`src/rtl/mem_bist_ctrl_if.sv`:
```
// Memory-side bus between the BIST controller and DataMemory.
// RD is combinational: it is valid in the same cycle that MR is asserted.
interface mem_bist_ctrl_if;
  logic        MR;
  logic        MW;
  logic [31:0] Addr;
  logic [31:0] WD;
  logic [31:0] RD;

  modport master (output MR, MW, Addr, WD, input RD);
  modport slave  (input MR, MW, Addr, WD, output RD);
endinterface

```
`src/rtl/mem_bist_ctrl.sv`:
```
// March-style memory BIST controller.
// Runs four passes over DEPTH words: write PAT, read/check PAT, write ~PAT,
// read/check ~PAT. PAT(i) = SEED + i. The run stops on the first mismatch
// and records its address, expected word and read word.
module mem_bist_ctrl #(
  parameter int unsigned DEPTH = 256,
  parameter logic [31:0] SEED  = 32'hA5A5_0000
) (
  input  logic            Clk,
  input  logic            Rst_n,
  input  logic            Start,
  mem_bist_ctrl_if.master mem,
  output logic            Busy,
  output logic            Done,
  output logic            Fail,
  output logic [31:0]     FailAddr,
  output logic [31:0]     FailExp,
  output logic [31:0]     FailGot
);

  localparam int unsigned IW = (DEPTH > 1) ? $clog2(DEPTH) : 1;
  localparam logic [IW-1:0] LAST_IDX = IW'(DEPTH - 1);

  typedef enum logic [2:0] {
    IDLE,
    W0,
    R0,
    W1,
    R1,
    DONE,
    FAIL
  } state_t;

  state_t        state;
  state_t        stateNext;
  logic [IW-1:0] idx;
  logic [IW-1:0] idxNext;
  logic [IW-1:0] idxInc;
  logic          lastIdx;
  logic [31:0]   addrWord;
  logic [31:0]   pat;
  logic [31:0]   expWord;
  logic          inverted;
  logic          mismatch;
  logic          capture;
  logic          clearFail;

  assign lastIdx  = (idx == LAST_IDX);
  assign idxInc   = lastIdx ? '0 : idx + 1'b1;
  assign addrWord = 32'({idx, 2'b00});
  assign pat      = SEED + 32'(idx);
  assign inverted = (state == W1) || (state == R1);
  assign expWord  = inverted ? ~pat : pat;
  assign mismatch = (mem.RD != expWord);

  // State, word index and first-failure record.
  always_ff @(posedge Clk or negedge Rst_n) begin
    if (!Rst_n) begin
      state    <= IDLE;
      idx      <= '0;
      FailAddr <= '0;
      FailExp  <= '0;
      FailGot  <= '0;
    end else begin
      state <= stateNext;
      idx   <= idxNext;
      if (clearFail) begin
        FailAddr <= '0;
        FailExp  <= '0;
        FailGot  <= '0;
      end else if (capture) begin
        FailAddr <= addrWord;
        FailExp  <= expWord;
        FailGot  <= mem.RD;
      end
    end
  end

  // Next-state sequencing through the four passes; checks happen in R0/R1.
  always_comb begin
    stateNext = state;
    idxNext   = idx;
    capture   = 1'b0;
    clearFail = 1'b0;
    case (state)
      IDLE, DONE, FAIL: begin
        if (Start) begin
          stateNext = W0;
          idxNext   = '0;
          clearFail = 1'b1;
        end
      end
      W0: begin
        idxNext = idxInc;
        if (lastIdx) stateNext = R0;
      end
      R0: begin
        if (mismatch) begin
          stateNext = FAIL;
          capture   = 1'b1;
        end else begin
          idxNext = idxInc;
          if (lastIdx) stateNext = W1;
        end
      end
      W1: begin
        idxNext = idxInc;
        if (lastIdx) stateNext = R1;
      end
      R1: begin
        // A mismatch on the final word must still land in FAIL.
        if (mismatch) begin
          stateNext = FAIL;
          capture   = 1'b1;
        end else begin
          idxNext = idxInc;
          if (lastIdx) stateNext = DONE;
        end
      end
      default: begin
        stateNext = IDLE;
        idxNext   = '0;
      end
    endcase
  end

  // Moore output decode from state and idx.
  always_comb begin
    mem.MW   = (state == W0) || (state == W1);
    mem.MR   = (state == R0) || (state == R1);
    mem.Addr = addrWord;
    mem.WD   = mem.MW ? expWord : '0;
    Busy     = (state == W0) || (state == R0) || (state == W1) || (state == R1);
    Done     = (state == DONE);
    Fail     = (state == FAIL);
  end

endmodule

```
`src/flat_wrapper.sv`:
```
// flat-port wrapper written by rule: the top's interface ports become plain ports
module mem_bist_ctrl_flat 
#(
  parameter int unsigned DEPTH = 256,
  parameter logic [31:0] SEED  = 32'hA5A5_0000
)
  (Clk, Rst_n, Start, Busy, Done, Fail, FailAddr, FailExp, FailGot, mem_MR, mem_MW, mem_Addr, mem_WD, mem_RD);
  mem_bist_ctrl_if mem_i ();
  input  logic Clk;
  input  logic Rst_n;
  input  logic Start;
  output logic Busy;
  output logic Done;
  output logic Fail;
  output logic [31:0] FailAddr;
  output logic [31:0] FailExp;
  output logic [31:0] FailGot;
  output wire logic [$bits(mem_i.MR)-1:0] mem_MR;
  output wire logic [$bits(mem_i.MW)-1:0] mem_MW;
  output wire logic [$bits(mem_i.Addr)-1:0] mem_Addr;
  output wire logic [$bits(mem_i.WD)-1:0] mem_WD;
  input wire logic [$bits(mem_i.RD)-1:0] mem_RD;
  assign mem_MR = mem_i.MR;
  assign mem_MW = mem_i.MW;
  assign mem_Addr = mem_i.Addr;
  assign mem_WD = mem_i.WD;
  assign mem_i.RD = mem_RD;
  mem_bist_ctrl #(.DEPTH(DEPTH), .SEED(SEED)) u_core (.Clk(Clk), .Rst_n(Rst_n), .Start(Start), .mem(mem_i), .Busy(Busy), .Done(Done), .Fail(Fail), .FailAddr(FailAddr), .FailExp(FailExp), .FailGot(FailGot));
endmodule
```
`config.mk`:
```
export PLATFORM = sky130hd
export DESIGN_NAME = mem_bist_ctrl_flat
export DESIGN_NICKNAME = d
export VERILOG_FILES = /design/src/rtl/mem_bist_ctrl_if.sv /design/src/rtl/mem_bist_ctrl.sv /design/src/flat_wrapper.sv
export SDC_FILE = /design/constraint.sdc
export NUM_CORES = 1
export LEC_CHECK = 0
export CAP_MARGIN = 30
export CORE_MARGIN = 10
export CORE_UTILIZATION = 41
export DETAILED_ROUTE_END_ITERATION = 12
export PLACE_DENSITY = 0.82
export SETUP_SLACK_MARGIN = 0.3
export SYNTH_ARGS = -nofsm -noshare
export SYNTH_HDL_FRONTEND = slang
export SYNTH_SLANG_ARGS = --single-unit
```
`constraint.sdc`:
```
create_clock -name Clk -period 2.3 [get_ports Clk]
set_input_delay 0.46 -clock Clk [delete_from_list [all_inputs] [get_ports Clk]]
set_output_delay 0.46 -clock Clk [all_outputs]
set_load 0.1 [all_outputs]
```
==> results.toml <==
[worst_setup_path]
startpoint_type = "flop"
crit_start = "u_core.state[0]"
critPathCaptureType = "output pin"
setup.worst_path.class = "flop to output pin"
crit_required_ps = 1840
cp_cell_sequence = "nand2b_4 -> inv_4 -> a22o_4 -> xnor2_2 -> nor2_4 -> buf_12"
critPathMaxFanout = 6
reg2reg_from = "u_core.state[0]"
cp.arrival_ps = 1800
cpMaxStageDelayCell = "dfrtp_2"
slowest_delay_ps = 460

[yosys]
synth_top_area_cell = "dfrtp_1"
async_reset_ff_share_pct = 100
netlist_instances = 455
syn_area_sq_mm = 0.00399
syn_area_per_cell_sq_um = 8.76
yosys_most_used_dff = "dfrtp_1"
yosysUniqueCellTypes = 53
synth_edf_count = 0
ys_seq_area_share_pct = 38.3
synth_area_leaders = "dfrtp_1 (38%), buf_4 (18%), nand2_1 (5.1%), nand3_1 (5.0%), o21ai_0 (4.4%)"
yosysMostFrequentCell = "buf_4"
synth_common_cells = "buf_4 (94), dfrtp_1 (61), nand2_1 (54), nand3_1 (40), o21ai_0 (35)"
ys_warn_count = 0
ys_ff_latch = 61
synth_top_cell_area_share_pct = 38.3

[placement]
gp_congestion = 0.831
post-place-cells = 701
hpwl_um = 9810
io_buffers = 151

[clock_tree]
clk_path_buf_depth = 2
clkSinkCount = 61
cts.htree.levels = 3
ctsRootBufferMaster = "clkbuf_8"
cts.clk_slew.worst_paths_ps = 90
postCtsHoldBufs = 0
clk-insertion-delay-late_ps = 370
numCtsBuffers = 9
cts_tree = "done"

[routing]
drc_errors = 0
drtIter0Drc = 378
first_pass_iters = 5
vias_per_cell = 5.47
drt-total-wl_um = 17100
post_drt_wl_per_cell_um = 22.3
detail-route-antenna-nets = 0
routed-via-count = 4199

[global_route]
grt_pass1_wl_um = 23500
antenna_found_initial = 1
grt_max_degree = 33
grt_pass1_vias = 4205
grt.total_usage_pct = 20.3
overflow = 0

[sta]
max_freq_mhz = 443
hold_viol_final = 0
finClkSkew_ps = 18.9
period_minus_slack_ps = 2260
worstMarginPinSlew_ps = 678
tns_ps = 0
final-setup-viol-count = 0
period_share_pct = 98.1
slew_viol_final = 0
maxSlewHeadroom_pct = 54.8
rsz0062_at_grt = "true"

[floorplan]
initial_utilization_pct = 42.5
fp.dieH_um = 119
rows = 35
die_area_sq_mm = 0.0141
ios = 200
die_w_um = 119
coreArea_sq_mm = 0.00937

[layout]
diodes = 0
fill_cells = 591
final_core_utilization_pct = 76.0
layout-drive-gt1-share_pct = 54.9
syn2layout_area_growth_pct = 78.6
nNetsFinal = 669
final_cell_count_no_fill = 767

[hold_path]
min_path_type = "input pin to asynchronous set/reset pin"

[run]
max_cap_viol_count = 0

[status]
outcome = "finished, final reports clean"
==> kinds of logic (layout without fill, tap and decap cells) <==
kind of cell / after synthesis / count (layout) / synth area share (%)
flops: 61 / 61 / 38.3
xor+xnor: 18 / 18 / 3.95
fa+ha+maj: 1 / 1 / 0.314
other cells: 1 / 48 / 0.0941
compound gates: 68 / 69 / 10.3
buf+inv: 133 / 268 / 22.6
mux: 17 / 17 / 4.27
simple gates: 156 / 156 / 20.2
==> critical path: cells and delay by family, from the launching register on <==
family	cells	cell delay [ps]
AOI/OAI and AO/OA	1	320
xor gates and xnor gates	1	180
DFF	1	460
and+or+nand+nor	2	230
buffers and inverters	2	230
==> state kept, by name (all words and copies together), names as in the netlist <==
name and cells:
u_core.FailExp 10, u_core.FailGot 32, u_core.FailAddr 8, u_core.state 3
u_core.idx 8
==> worst paths after layout <==
| check | slack, ps | endpoint | cells past startpoint |
|---|---|---|---|
| max in group asynchronous | 1480 | u_core.FailGot[28] | 2 |
| min in group Clk | 380 | u_core.FailGot[16] | 3 |
| max | 40 | mem_WD[5] | 6 |
| max reg2reg | 80 | u_core.FailAddr[9] | 10 |
| min reg2reg | 530 | u_core.FailExp[7] | 2 |
| min | 120 | u_core.FailExp[6] | 1 |
==> placed cells by master (no fill, tap or decap), types with 5 or more instances in the layout <==
| cell type | count |
|---|---|
| buf_4 | 131 |
| nand2_1 | 54 |
| dfrtp_1 | 49 |
| conb_1 | 48 |
| buf_12 | 39 |
| nand3_1 | 35 |
| o21ai_2 | 30 |
| buf_6 | 17 |
| mux2i_1 | 16 |
| buf_16 | 14 |
| nor2_4 | 12 |
| dfrtp_2 | 12 |
| clkbuf_2 | 11 |
| xnor2_2 | 10 |
| inv_1 | 10 |
| clkbuf_8 | 10 |
| dlygate4sd2_1 | 8 |
| nand4_1 | 6 |
| o21ai_0 | 6 |
| clkdlybuf4s50_1 | 5 |
| dlymetal6s2s_1 | 5 |
==> final cells by class <==
class                           count  area [sq um]  share of cell area (%)
Clock buffer                       12           145                    2.04
Sequential cell                    61          1540                    21.7
Clock inverter                      4          47.5                   0.668
Multi-Input combinational cell    309          2440                    34.3
Tap cell                          129           161                    2.27
Inverter                           13          56.3                   0.791
Timing Repair Buffer              239          2720                    38.3
==> metrics by stage <==
step	setup slack (ps)	cell area, sq um	hold WS [ps]
floorplan	-251	4460	164
global placement	-616	5610	510
detailed placement	-636	5610	513
CTS	75.4	6680	156
global route	-18.4	7120	150
finish	43.5	7120	118
==> routing by layer <==
metal	vias to the layer above	part of all wire, %	global-route usage (%)
li1	1777	-	-
met1	2048	38	23.8
met2	305	49	33.9
met3	67	9.2	7.09
met4	2	3.6	6.56
met5	-	0.076	0
==> repair_timing <==
action,in CTS,in global routing
gates resized for setup,168,83
pin swaps,59,27
gates cloned,6,4
setup buffers,23,17
setup endpoints to repair,95,95
Power is left out: the tool's default activity adds up to more than one toggle a clock period on the data nets, which glitch-free logic cannot reach.
